==> src/rtl/gcn_ctrl_pkg.sv <==
// Shared types for the GCN inference stage controller: FSM states, stage codes
// and the default per-stage timeout.
package gcn_ctrl_pkg;

    localparam int unsigned DEFAULT_TIMEOUT_CYCLES = 1024;

    typedef enum logic [2:0] {
        ST_IDLE,
        ST_CLEAR,
        ST_TRANSFORM,
        ST_COMBINE,
        ST_ARGMAX,
        ST_DONE,
        ST_ERROR
    } ctrl_state_e;

    typedef enum logic [1:0] {
        STG_NONE   = 2'd0,
        STG_TRANS  = 2'd1,
        STG_COMB   = 2'd2,
        STG_ARGMAX = 2'd3
    } stage_code_e;

    // Reported stage for a timeout raised while in state s.
    function automatic stage_code_e stage_code(input ctrl_state_e s);
        case (s)
            ST_TRANSFORM: return STG_TRANS;
            ST_COMBINE:   return STG_COMB;
            ST_ARGMAX:    return STG_ARGMAX;
            default:      return STG_NONE;
        endcase
    endfunction

endpackage

==> src/rtl/gcn_stage_timer.sv <==
// Per-stage dwell counter: cleared on stage entry, counts cycles spent in the
// stage and flags the last permitted cycle.
module gcn_stage_timer
    import gcn_ctrl_pkg::*;
#(
    parameter int unsigned TIMEOUT_CYCLES = DEFAULT_TIMEOUT_CYCLES
) (
    input  logic clk,
    input  logic rst,
    input  logic clear_i,
    input  logic inc_i,
    output logic expired_o
);

    localparam int unsigned TW = $clog2(TIMEOUT_CYCLES + 1);
    localparam logic [TW-1:0] LAST = TW'(TIMEOUT_CYCLES - 1);

    logic [TW-1:0] count_q, count_d;

    // Holding at LAST keeps the counter from wrapping if the stage lingers.
    always_comb begin
        count_d = count_q;
        if (clear_i) begin
            count_d = '0;
        end else if (inc_i && (count_q != LAST)) begin
            count_d = count_q + 1'b1;
        end
    end

    always_ff @(posedge clk or posedge rst) begin
        if (rst) begin
            count_q <= '0;
        end else begin
            count_q <= count_d;
        end
    end

    assign expired_o = (count_q == LAST);

endmodule

==> src/rtl/gcn_stage_controller.sv <==
// Sequences one GCN inference run through transform, combine and argmax stages,
// with per-stage timeout, run cycle counter and ack handshake.
module gcn_stage_controller
    import gcn_ctrl_pkg::*;
#(
    parameter int unsigned TIMEOUT_CYCLES = DEFAULT_TIMEOUT_CYCLES,
    parameter int unsigned CNT_WIDTH      = 16
) (
    input  logic                 clk,
    input  logic                 reset,
    input  logic                 start,
    input  logic                 ack,
    input  logic                 done_trans,
    input  logic                 done_comb,
    input  logic                 done_argmax,
    output logic                 stage_reset,
    output logic                 en_trans,
    output logic                 en_comb,
    output logic                 en_argmax,
    output logic                 busy,
    output logic                 done,
    output logic                 error,
    output logic [1:0]           error_stage,
    output logic [CNT_WIDTH-1:0] total_cycles
);

    ctrl_state_e          state_q, state_d;
    stage_code_e          error_stage_q, error_stage_d;
    logic [CNT_WIDTH-1:0] total_q, total_d;
    logic                 stage_reset_q, en_trans_q, en_comb_q, en_argmax_q;
    logic                 busy_q, done_q, error_q;
    logic                 in_stage, timer_clear, timer_expired;

    assign in_stage    = (state_q inside {ST_TRANSFORM, ST_COMBINE, ST_ARGMAX});
    assign timer_clear = (state_d != state_q);

    gcn_stage_timer #(
        .TIMEOUT_CYCLES(TIMEOUT_CYCLES)
    ) u_timer (
        .clk      (clk),
        .rst      (reset),
        .clear_i  (timer_clear),
        .inc_i    (in_stage),
        .expired_o(timer_expired)
    );

    // A stage's done level always takes priority over its timeout.
    always_comb begin
        state_d = state_q;
        case (state_q)
            ST_IDLE: begin
                if (start) state_d = ST_CLEAR;
            end
            ST_CLEAR: state_d = ST_TRANSFORM;
            ST_TRANSFORM: begin
                if (done_trans)         state_d = ST_COMBINE;
                else if (timer_expired) state_d = ST_ERROR;
            end
            ST_COMBINE: begin
                if (done_comb)          state_d = ST_ARGMAX;
                else if (timer_expired) state_d = ST_ERROR;
            end
            ST_ARGMAX: begin
                if (done_argmax)        state_d = ST_DONE;
                else if (timer_expired) state_d = ST_ERROR;
            end
            ST_DONE, ST_ERROR: begin
                if (ack) state_d = ST_IDLE;
            end
            default: state_d = ST_IDLE;
        endcase
    end

    always_comb begin
        total_d = total_q;
        if (state_d == ST_CLEAR) begin
            total_d = '0;
        end else if (in_stage && (total_q != '1)) begin
            total_d = total_q + 1'b1;
        end
    end

    always_comb begin
        error_stage_d = STG_NONE;
        if (state_d == ST_ERROR) begin
            error_stage_d = (state_q == ST_ERROR) ? error_stage_q : stage_code(state_q);
        end
    end

    // Outputs are registered from the next state so they line up with state_q.
    always_ff @(posedge clk or posedge reset) begin
        if (reset) begin
            state_q       <= ST_IDLE;
            error_stage_q <= STG_NONE;
            total_q       <= '0;
            stage_reset_q <= 1'b0;
            en_trans_q    <= 1'b0;
            en_comb_q     <= 1'b0;
            en_argmax_q   <= 1'b0;
            busy_q        <= 1'b0;
            done_q        <= 1'b0;
            error_q       <= 1'b0;
        end else begin
            state_q       <= state_d;
            error_stage_q <= error_stage_d;
            total_q       <= total_d;
            stage_reset_q <= (state_d == ST_CLEAR);
            en_trans_q    <= (state_d inside {ST_TRANSFORM, ST_COMBINE, ST_ARGMAX, ST_DONE});
            en_comb_q     <= (state_d inside {ST_COMBINE, ST_ARGMAX, ST_DONE});
            en_argmax_q   <= (state_d inside {ST_ARGMAX, ST_DONE});
            busy_q        <= (state_d != ST_IDLE);
            done_q        <= (state_d == ST_DONE);
            error_q       <= (state_d == ST_ERROR);
        end
    end

    assign stage_reset  = stage_reset_q;
    assign en_trans     = en_trans_q;
    assign en_comb      = en_comb_q;
    assign en_argmax    = en_argmax_q;
    assign busy         = busy_q;
    assign done         = done_q;
    assign error        = error_q;
    assign error_stage  = error_stage_q;
    assign total_cycles = total_q;

endmodule

==> config.mk <==
export PLATFORM = sky130hd
export DESIGN_NAME = gcn_stage_controller
export DESIGN_NICKNAME = d
export VERILOG_FILES = /design/src/rtl/gcn_ctrl_pkg.sv /design/src/rtl/gcn_stage_timer.sv /design/src/rtl/gcn_stage_controller.sv
export SDC_FILE = /design/constraint.sdc
export NUM_CORES = 1
export LEC_CHECK = 0
export BUFFER_PORTS_ARGS = -buffer_cell sky130_fd_sc_hd__clkbuf_2
export CORE_MARGIN = 10
export CORE_UTILIZATION = 30
export CTS_BUF_LIST = sky130_fd_sc_hd__clkbuf_16
export CTS_CLUSTER_DIAMETER = 60
export DETAILED_ROUTE_END_ITERATION = 16
export HOLD_SLACK_MARGIN = 0.03
export PLACE_DENSITY = 0.49
export SLEW_MARGIN = 20
export SYNTH_ARGS = -nofsm -noshare
export SYNTH_HDL_FRONTEND = slang
export SYNTH_HIERARCHICAL = 1
export SYNTH_SLANG_ARGS = --single-unit
==> constraint.sdc <==
create_clock -name clk -period 2.4 [get_ports clk]
set_clock_uncertainty 0.05 [all_clocks]
set_input_delay 0.48 -clock clk [delete_from_list [all_inputs] [get_ports clk]]
set_output_delay 0.48 -clock clk [all_outputs]
set_load 0.1 [all_outputs]
# Word level (Yosys, flattened, before mapping)
# Cells that the tools add are included.
# word_totals
regBits	39
input_bits	7
output_inout_bits	25
word_cells	55
# op_classes
n_addsub	2
n_eq_ne	17
mux	14
reduce_logical	11
# op_table
op	count
two-way mux 16 bit	2
two-way mux 11 bit	2
equality test 3 bit, second input constant	6
two-way mux 3 bit	6
case mux 3 bit (6 select lines)	1
adder 16 x 1 -> 16 bit, second input constant	1
inequality test 16 bit, second input constant	1
equality test 3 x 2 -> 1 bit, second input constant	4
adder 11 x 1 -> 11 bit, second input constant	1
equality test 11 x 10 -> 1 bit, second input constant	1
inequality test 11 x 10 -> 1 bit, second input constant	1
nonzero test 3 bit	3
equality test 3 x 1 -> 1 bit, second input constant	2
case mux 2 bit (3 select lines)	1
nonzero test 2 bit	3
two-way mux 2 bit	2
nonzero test 4 bit	1
zero test 3 bit	1
inequality test 3 bit	1
logical AND 1 bit	2
inequality test 2 bit, second input constant	1
OR reduction 2 bit	1

# Depth between registers and ports, before layout
# Gate-level depths: netlist of run 1.
# depth
word_depth	6
mapped_depth	10
depth_no_buf	9

# Cells and area by module
# The synthesis of run 1 kept the hierarchy.
# modules_own_cells
module	n_inst	cells_each	area_each_um2	seq_area_each_um2
gcn_stage_controller	1	172	1595.3	700.7
gcn_stage_timer	1	64	629.4	275.3

# Least setup slack after synthesis of run 1
# OpenSTA, ideal clock, no wires.
# synth_timing
path_kind	reg2reg
from	register u_timer.count_q[0]
to	register u_timer.count_q[7]
setup_time_ns	0.076
t_arrival_ns	2.544
required_ns	2.274
setup_slack_ns	-0.270
path_stages_with_launch	10
path_buffers	0
synth_period_minus_slack_ns	2.670
cell_sequence	dfrtp_1 > ha_1 > nand3b_1 > nor3_1 > nand4bb_1 > a31oi_1 > or3_1 > a221o_1 > or4_1 > o21ai_1
# synth_between
elab_chain_cells	6
elab_cells_between_ends	13
classes_between	add/sub: 1; eq/ne: 3; mux: 7; reduce/logical: 2
# synth_lines
item	line	text
start: declaration	gcn_stage_timer.sv:18	logic [TW-1:0] count_q, count_d;
start signal: assignment	gcn_stage_timer.sv:34	count_q <= count_d;
equality test 11 x 10 -> 1 bit *	gcn_stage_timer.sv:38	assign expired_o = (count_q == LAST);
named net timer_expired	gcn_stage_controller.sv:32	logic in_stage, timer_clear, timer_expired;
two-way mux 3 bit *	gcn_stage_controller.sv:57, gcn_stage_controller.sv:61, gcn_stage_controller.sv:65	
two-way mux 3 bit (on tied branches)	gcn_stage_controller.sv:64, gcn_stage_controller.sv:56, gcn_stage_controller.sv:60	
case mux 3 bit (6 select lines) *	gcn_stage_controller.sv:50	case (state_q)
inequality test 3 bit *	gcn_stage_controller.sv:35	assign timer_clear = (state_d != state_q);
named net timer_clear	gcn_stage_controller.sv:32	
two-way mux 11 bit or nonzero test 2 bit (tied branches)	--	
# The timed path passes the listed nets; every way through them passes the cells marked *. The select of a mux whose other input is x is not followed.
# A chain may end at the register's enable or synchronous reset.

# Final worst setup path of run 1
# layout_timing
from	register u_timer.count_q[1]
to	register u_timer.count_q[7]
# Same word-level chain as after synthesis.

==> metrics.txt, run 1 <==
# TYPE chip_impl_metric gauge
chip_impl_info{name="run_status",value="finished, violations left"} 1
chip_impl_info{name="failed_checks",value="setup timing"} 1
chip_impl_metric{name="worstPathArrival",unit="ns"} 2.59
chip_impl_metric{name="postCtsHoldBufs",unit=""} 0
chip_impl_info{name="cts_tree",value="done"} 1
chip_impl_metric{name="maximum_number_of_pins_on_one_net_before_global_route_repair",unit=""} 29
chip_impl_metric{name="synth.yosys.seq_area_share",unit="%"} 43.87
chip_impl_metric{name="initial_core_util",unit="%"} 30.84
chip_impl_metric{name="cts_buffer_depth",unit=""} 2
chip_impl_info{name="synthTopCellsByArea",value="dfrtp_1 (44%), a21oi_1 (3.6%), o21ai_0 (3.1%)"} 1
chip_impl_metric{name="share_of_flip_flops_with_an_asynchronous_set_or_reset",unit="%"} 100.0
chip_impl_metric{name="final_core_util",unit="%"} 38.81
chip_impl_metric{name="power.density",unit="mW/mm^2"} 1158
chip_impl_metric{name="std_cell_rows",unit=""} 31
chip_impl_metric{name="avgRoutedWirePerCell",unit="um"} 14.48
chip_impl_metric{name="cts_inserted_buffers",unit=""} 5
chip_impl_metric{name="met3_wire_len",unit="um"} 192
chip_impl_metric{name="globalRouteTotalUtil",unit="%"} 10.12
chip_impl_metric{name="number_of_clock_sinks",unit=""} 39
chip_impl_info{name="highest_layer",value="met4"} 1
chip_impl_metric{name="timing.reg2reg.setup_slack",unit="ns"} -0.04
chip_impl_metric{name="synth-edff-count",unit=""} 0
chip_impl_metric{name="timing.critical_path.required",unit="ns"} 2.55
chip_impl_metric{name="syn-instance-count",unit=""} 236
chip_impl_metric{name="final-max-slew-violation-count",unit=""} 0
chip_impl_metric{name="starting_drc_count_in_detailed_routing",unit=""} 66
chip_impl_metric{name="via_count",unit=""} 1957
chip_impl_metric{name="finalSetupViolCount",unit=""} 1
chip_impl_metric{name="totalWireLength",unit="um"} 5605
chip_impl_info{name="timing.critical_path.from_type",value="flop"} 1
chip_impl_metric{name="layout.cell_area.non_filler",unit="mm^2"} 0.002800
chip_impl_info{name="worst-setup-path-type",value="reg -> reg"} 1
chip_impl_info{name="rr_startpoint",value="u_timer/count_q[1]"} 1
chip_impl_info{name="synth_flop_type",value="dfrtp_1"} 1
chip_impl_metric{name="finalHoldViolations",unit=""} 0
chip_impl_metric{name="worstSkewPairLatency",unit="ns"} 0.28
chip_impl_metric{name="antenna_cells",unit=""} 0
chip_impl_metric{name="synthToLayoutAreaGrowth",unit="%"} 25.87
chip_impl_metric{name="power.static_leakage",unit="nW"} 1.212
chip_impl_metric{name="place_hpwl",unit="um"} 4159
chip_impl_metric{name="first_pass_iters",unit=""} 5
chip_impl_info{name="synth_top_cell_by_area",value="dfrtp_1"} 1
chip_impl_metric{name="cts-htree-levels",unit=""} 2
chip_impl_metric{name="met1_wl",unit="um"} 2794
chip_impl_metric{name="syn_nets",unit=""} 245
chip_impl_info{name="crit_path_end_kind",value="flop"} 1
chip_impl_metric{name="wl_met2",unit="um"} 2553
chip_impl_info{name="rsz0062_at_grt",value="true"} 1
chip_impl_metric{name="grt_pass1_wl",unit="um"} 9425
chip_impl_metric{name="detail-route-antenna-nets",unit=""} 0
chip_impl_metric{name="chipHeight",unit="um"} 106.1
chip_impl_info{name="critical_path.endpoint",value="u_timer/count_q[7]"} 1
chip_impl_metric{name="period_share",unit="%"} 101.5
chip_impl_metric{name="post-synth-top-area-fraction",unit="%"} 43.87
chip_impl_metric{name="nets",unit=""} 296
chip_impl_metric{name="die-width",unit="um"} 106.1
chip_impl_metric{name="io_pins",unit=""} 32
chip_impl_metric{name="achievable-frequency",unit="MHz"} 410.5
chip_impl_info{name="worst_min_path_class",value="in -> async"} 1
chip_impl_metric{name="drv.max_cap_violation_count",unit=""} 0
chip_impl_metric{name="r2r_cells",unit=""} 9
chip_impl_info{name="r2r_end",value="u_timer/count_q[7]"} 1
chip_impl_metric{name="vias_in_the_first_global_route",unit=""} 1904
chip_impl_metric{name="die_area",unit="mm^2"} 0.01126
chip_impl_info{name="clockRootBuffer",value="clkbuf_16"} 1
chip_impl_metric{name="synth_seq_cells",unit=""} 39
chip_impl_metric{name="placedInstanceArea",unit="mm^2"} 0.002658
chip_impl_metric{name="post_synth_instance_area",unit="mm^2"} 0.002225
chip_impl_metric{name="overflow",unit=""} 0
chip_impl_metric{name="post_drt_via_cell_ratio",unit=""} 5.057
chip_impl_metric{name="post-route-min-period",unit="ns"} 2.436
chip_impl_info{name="cp-startpoint",value="u_timer/count_q[1]"} 1
chip_impl_metric{name="setup_ws",unit="ns"} -0.03588
chip_impl_metric{name="worstPathMaxFanout",unit=""} 2
chip_impl_metric{name="routabilityCongestion",unit=""} 0.7341
chip_impl_metric{name="fp.coreArea",unit="mm^2"} 0.007214
chip_impl_metric{name="port_bufs",unit=""} 31
chip_impl_metric{name="drc",unit=""} 0
chip_impl_metric{name="post-cts-setup-buffer-count",unit=""} 0
chip_impl_metric{name="timing.max_slew.rel_slack",unit="%"} 51.25
chip_impl_metric{name="ratio_of_cells_with_drive_above_1_in_the_final_layout",unit="%"} 28.82
chip_impl_metric{name="worst-slew-pin-transition",unit="ns"} 0.7281
chip_impl_metric{name="path_clk_slew",unit="ns"} 0.06
chip_impl_metric{name="peakVddDrop",unit="V"} 0.0008482
chip_impl_metric{name="yosysWarnings",unit=""} 6
chip_impl_metric{name="synth.avg_cell_area",unit="um^2"} 9.426
chip_impl_metric{name="netlist-cell-type-count",unit=""} 60
chip_impl_metric{name="grt_antenna_before_repair",unit=""} 0
## cell usage in the layout, fill, tap and decap left out, drive strengths merged, types with 2 or more instances in the layout
cell type,netlist,routed
dfrtp,39,39
clkbuf,6,36
buf,4,23
nand2,18,18
o21ai,17,17
a21oi,16,16
nor2,14,14
nand3,11,11
inv,8,9
nor3,9,9
nand2b,7,7
nand4,7,7
and3,6,6
or4,5,5
a31oi,5,5
mux2i,5,5
nor2b,4,4
or3,4,4
nand3b,4,4
o31ai,4,4
and4,3,3
a211oi,3,3
xor2,3,3
nor3b,3,3
or3b,3,3
clkinv,1,3
nor4,2,2
o211ai,2,2
ha,2,2
## stage by stage
stage | hold slack, ns | power [mW] | worst slack, ns | TNS (ns) | instances
global placement | 0.4496 | 2.619 | 0.05924 | 0 | 379
floorplan | 0.2824 | 2.199 | -0.1263 | -0.1532 | 236
finish | 0.1321 | 3.243 | -0.03588 | -0.03588 | 387
global route | 0.1717 | 3.463 | -0.1818 | -0.4196 | 387
CTS | 0.1515 | 3.273 | -0.05188 | -0.05188 | 387
detailed placement | 0.4490 | 2.625 | -0.02309 | -0.02309 | 379
## cells by family (layout without fill, tap and decap cells)
group / after synthesis / count (layout) / synth area share (%)
adder cells (fa/ha/maj): 3 / 3 / 1.575
XOR/XNOR: 4 / 4 / 1.575
AO/OA/AOI/OAI: 59 / 59 / 18.05
AND/OR/NAND/NOR: 107 / 107 / 28.91
multiplexers: 5 / 5 / 2.250
buffers and inverters: 19 / 71 / 3.768
flip-flops: 39 / 39 / 43.87
## cell type report
cell class                 instances  area (um^2)
fill                             757         4414
multi-input combinational        178         1187
sequential                        39        989.7
timing repair buffer              54        327.8
clock buffer                       5        125.1
tap                               99        123.9
inverter                           9        33.78
clock inverter                     3        12.51
## cells in the mapped netlist, types with 4 or more instances
cell       n
dfrtp_1   39
nand2_1   18
a21oi_1   16
nor2_1    14
o21ai_0   14
nand3_1   11
nor3_1     9
inv_1      8
nand2b_1   7
clkbuf_1   6
nand4_1    6
a31oi_1    5
mux2i_1    5
or4_1      5
and3_1     4
nand3b_1   4
nor2b_1    4
or3_1      4
## state kept, by name (all words and copies together), names as in the netlist
signal	cells
error	1
u_timer/count_q	11
stage_reset	1
done	1
en_argmax	1
busy	1
en_trans	1
error_stage	2
en_comb	1
total_cycles	16
state_q	3
## routing by layer
metal  vias up  global-route usage, %
met3         5                  2.657
met5         -                      0
li1        982                      -
met4         0                  3.191
met2        29                  15.72
met1       941                  13.40
## critical path, stage by stage, from the launching register on
cell and delay, ns:
dfrtp_1 0.39, ha_4 0.15, nand3b_1 0.11, nor3_2 0.22, nand4bb_1 0.18, a31oi_1 0.09
or3_1 0.31, a221o_1 0.31, or4_1 0.47, o21ai_1 0.08
## timing repair
| item | 4_1_cts | 5_1_grt |
|---|---|---|
| setup endpoints to repair | 1 | 7 |
| pin swaps | 0 | 0 |
| resized for setup | 0 | 2 |
| gates cloned | 0 | 0 |
## power breakdown
part / switching, mW / total [mW] / internal [mW]
combinational: 1.20 / 1.68 / 0.485
sequential: 0.135 / 0.924 / 0.789
clock: 0.259 / 0.635 / 0.376
## how the worst min path moves through the flow
stage                          from  cells after the start            endpoint  slack, ns
finish                        reset                      2  u_timer/count_q[2]       0.13
global route                  reset                      2  u_timer/count_q[3]       0.17
CTS                           reset                      2  u_timer/count_q[3]       0.15
detailed placement            reset                      2  u_timer/count_q[3]       0.45
global placement    total_cycles[2]                      1     total_cycles[2]       0.45
floorplan                     reset                      1  u_timer/count_q[0]       0.28
No activity file was read; power rests on OpenSTA's default activity.
==> run 2: changes to the inputs <==
- CORE_MARGIN: 10 -> 4
- CTS_BUF_LIST: sky130_fd_sc_hd__clkbuf_16 -> not set
==> run 2 against run 1 <==
  * The run still ends with setup timing left
  * Clock-buffer cell count grew 2
  * Die area shrank 21%
  * First-iteration DRC count shrank 11%
  * Critical path type unchanged
  * Largest cell class unchanged
  * Largest power group unchanged
==> metrics.txt, run 2 (same netlist as run 1, synthesis figures left out) <==
# TYPE chip_impl_metric gauge
chip_impl_info{name="run_status",value="finished, violations left"} 1
chip_impl_info{name="failed_checks",value="setup timing"} 1
chip_impl_metric{name="worstPathArrival",unit="ns"} 2.64
chip_impl_metric{name="cts_inserted_buffers",unit=""} 5
chip_impl_metric{name="cts_buffer_depth",unit=""} 2
chip_impl_info{name="crit_path_end_kind",value="flop"} 1
chip_impl_metric{name="avgRoutedWirePerCell",unit="um"} 13.98
chip_impl_metric{name="cts-htree-levels",unit=""} 2
chip_impl_metric{name="finalSetupViolCount",unit=""} 1
chip_impl_metric{name="std_cell_rows",unit=""} 31
chip_impl_metric{name="worst-slew-pin-transition",unit="ns"} 0.5481
chip_impl_metric{name="period_share",unit="%"} 102.8
chip_impl_info{name="r2r_end",value="u_timer/count_q[7]"} 1
chip_impl_metric{name="starting_drc_count_in_detailed_routing",unit=""} 59
chip_impl_metric{name="timing.max_slew.rel_slack",unit="%"} 63.62
chip_impl_info{name="timing.critical_path.from_type",value="flop"} 1
chip_impl_metric{name="initial_core_util",unit="%"} 30.84
chip_impl_info{name="crit_chain",value="ha_4 > nand3b_1 > nor3_2 > nand4bb_1 > a31oi_1 > or3_1 > a221o_1 > or4_4 > o21ai_2"} 1
chip_impl_info{name="crit_slowest_cell",value="or4_4"} 1
chip_impl_metric{name="post_drt_via_cell_ratio",unit=""} 5.013
chip_impl_metric{name="via_count",unit=""} 1945
chip_impl_metric{name="port_bufs",unit=""} 31
chip_impl_info{name="clockRootBuffer",value="clkbuf_8"} 1
chip_impl_metric{name="chipHeight",unit="um"} 94.11
chip_impl_metric{name="grt_pass1_wl",unit="um"} 9287
chip_impl_info{name="most_common_cell_after_layout_fill_and_taps_aside",value="clkbuf_2"} 1
chip_impl_metric{name="peakVddDrop",unit="V"} 0.0009782
chip_impl_metric{name="first_pass_iters",unit=""} 4
chip_impl_metric{name="synthToLayoutAreaGrowth",unit="%"} 24.52
chip_impl_info{name="worst_min_path_class",value="in -> async"} 1
chip_impl_metric{name="place_hpwl",unit="um"} 3969
chip_impl_metric{name="post-route-min-period",unit="ns"} 2.467
chip_impl_info{name="cts_tree",value="done"} 1
chip_impl_metric{name="routabilityCongestion",unit=""} 0.7505
chip_impl_metric{name="timing.reg2reg.setup_slack",unit="ns"} -0.07
chip_impl_metric{name="globalRouteTotalUtil",unit="%"} 13.22
chip_impl_metric{name="finalHoldViolations",unit=""} 0
chip_impl_metric{name="largest_register_ffs",unit=""} 16
chip_impl_metric{name="postCtsHoldBufs",unit=""} 0
chip_impl_metric{name="overflow",unit=""} 0
chip_impl_info{name="mostFrequentLayoutCells",value="clkbuf_2 (31), dfrtp_1 (27), buf_4 (24)"} 1
chip_impl_metric{name="worstSkewPairLatency",unit="ns"} 0.29
chip_impl_info{name="rr_startpoint",value="u_timer/count_q[0]"} 1
chip_impl_metric{name="die_area",unit="mm^2"} 0.008857
chip_impl_metric{name="power.density",unit="mW/mm^2"} 1094
chip_impl_metric{name="nets",unit=""} 297
chip_impl_metric{name="worstPathMaxFanout",unit=""} 2
chip_impl_info{name="worst-setup-path-type",value="reg -> reg"} 1
chip_impl_metric{name="die-width",unit="um"} 94.11
chip_impl_metric{name="achievable-frequency",unit="MHz"} 405.3
chip_impl_metric{name="drv.max_cap_violation_count",unit=""} 0
chip_impl_metric{name="whs",unit="ns"} 0.1316
chip_impl_metric{name="setup_ws",unit="ns"} -0.06748
chip_impl_metric{name="fp.coreArea",unit="mm^2"} 0.007214
chip_impl_metric{name="totalWireLength",unit="um"} 5424
chip_impl_metric{name="final.fill_count",unit=""} 775
chip_impl_metric{name="power.static_leakage",unit="nW"} 1.191
chip_impl_metric{name="timing.critical_path.required",unit="ns"} 2.57
chip_impl_metric{name="detail-route-antenna-nets",unit=""} 0
chip_impl_metric{name="ratio_of_cells_with_drive_above_1_in_the_final_layout",unit="%"} 30.80
chip_impl_metric{name="antenna_cells",unit=""} 0
chip_impl_info{name="cp-startpoint",value="u_timer/count_q[0]"} 1
chip_impl_metric{name="critPathMaxStageDelay",unit="ns"} 0.49
chip_impl_metric{name="drc",unit=""} 0
chip_impl_metric{name="vias_in_the_first_global_route",unit=""} 1860
chip_impl_metric{name="maximum_number_of_pins_on_one_net_before_global_route_repair",unit=""} 29
chip_impl_metric{name="r2r_cells",unit=""} 9
chip_impl_metric{name="final-max-slew-violation-count",unit=""} 0
chip_impl_metric{name="setup_tns",unit="ns"} -0.06748
chip_impl_metric{name="io_pins",unit=""} 32
chip_impl_metric{name="number_of_clock_sinks",unit=""} 39
chip_impl_info{name="rsz0062_at_grt",value="true"} 1
chip_impl_metric{name="path_clk_slew",unit="ns"} 0.08
chip_impl_metric{name="grt_antenna_before_repair",unit=""} 0
## run 2: cell types whose count changed in the layout (fill, tap and decap cells not counted), sizes merged
cell    delta
clkbuf     +2
inv        -1
buf        +1
clkinv     -1
## run 2: area by class of cell
class	instances	area [um^2]	share of cell area [%]
flip-flops and latches	39	991.0	35.77
repair buffers	55	335.3	12.10
multi-input cells	178	1205	43.50
clock buffers	7	76.32	2.755
well taps	99	123.9	4.472
clock inverters	1	5.005	0.1807
inverters	9	33.78	1.220
## run 2: power by group
| group | internal [mW] | switching [mW] |
|---|---|---|
| Sequential | 0.789 | 0.146 |
| Clock | 0.204 | 0.232 |
| Combinational | 0.481 | 1.18 |
## run 2: worst max-delay path, delay by kind of cell, from the launching register on
family / cells / cell delay (ns)
fa+ha+maj: 1 / 0.15
flops: 1 / 0.39
compound gates: 3 / 0.50
simple gates: 5 / 1.31
## run 2: worst max-delay path by stage
| stage | cells after the start | to | slack [ns] |
|---|---|---|---|
| 6_report | 9 | u_timer/count_q[7] | -0.07 |
| 3_3_place_gp | 9 | u_timer/count_q[7] | 0.07 |
| 5_1_grt | 10 | u_timer/count_q[7] | -0.22 |
| 2_1_floorplan | 9 | u_timer/count_q[7] | -0.13 |
| 3_5_place_dp | 9 | u_timer/count_q[7] | 0.002 |
| 4_1_cts | 9 | u_timer/count_q[7] | -0.04 |
## run 2: routing by layer
metal	global-route usage, %	vias up	routed length, um
met3	2.724	5	141
met2	19.63	22	2391
li1	-	986	-
met4	5.415	0	78
met1	18.59	932	2813
met5	0	-	0
## run 2: what timing repair did
| action | in CTS | in global routing |
|---|---|---|
| gates cloned | 0 | 0 |
| pin swaps | 0 | 5 |
| setup endpoints to repair | 2 | 10 |
| setup buffers | 0 | 1 |
| gates resized for setup | 1 | 6 |
## run 2: per-stage QoR
| step | std cells | power [mW] | area, um^2 | setup slack (ns) | util, % |
|---|---|---|---|---|---|
| detailed placement | 379 | 2.622 | 2658 | 0.002089 | 36.84 |
| finish | 388 | 3.032 | 2770 | -0.06748 | 38.40 |
| global route | 388 | 3.257 | 2770 | -0.2213 | 38.40 |
| floorplan | 236 | 2.199 | 2256 | -0.1263 | - |
| global placement | 379 | 2.603 | 2658 | 0.06634 | 36.84 |
| CTS | 387 | 3.077 | 2739 | -0.04091 | 37.96 |
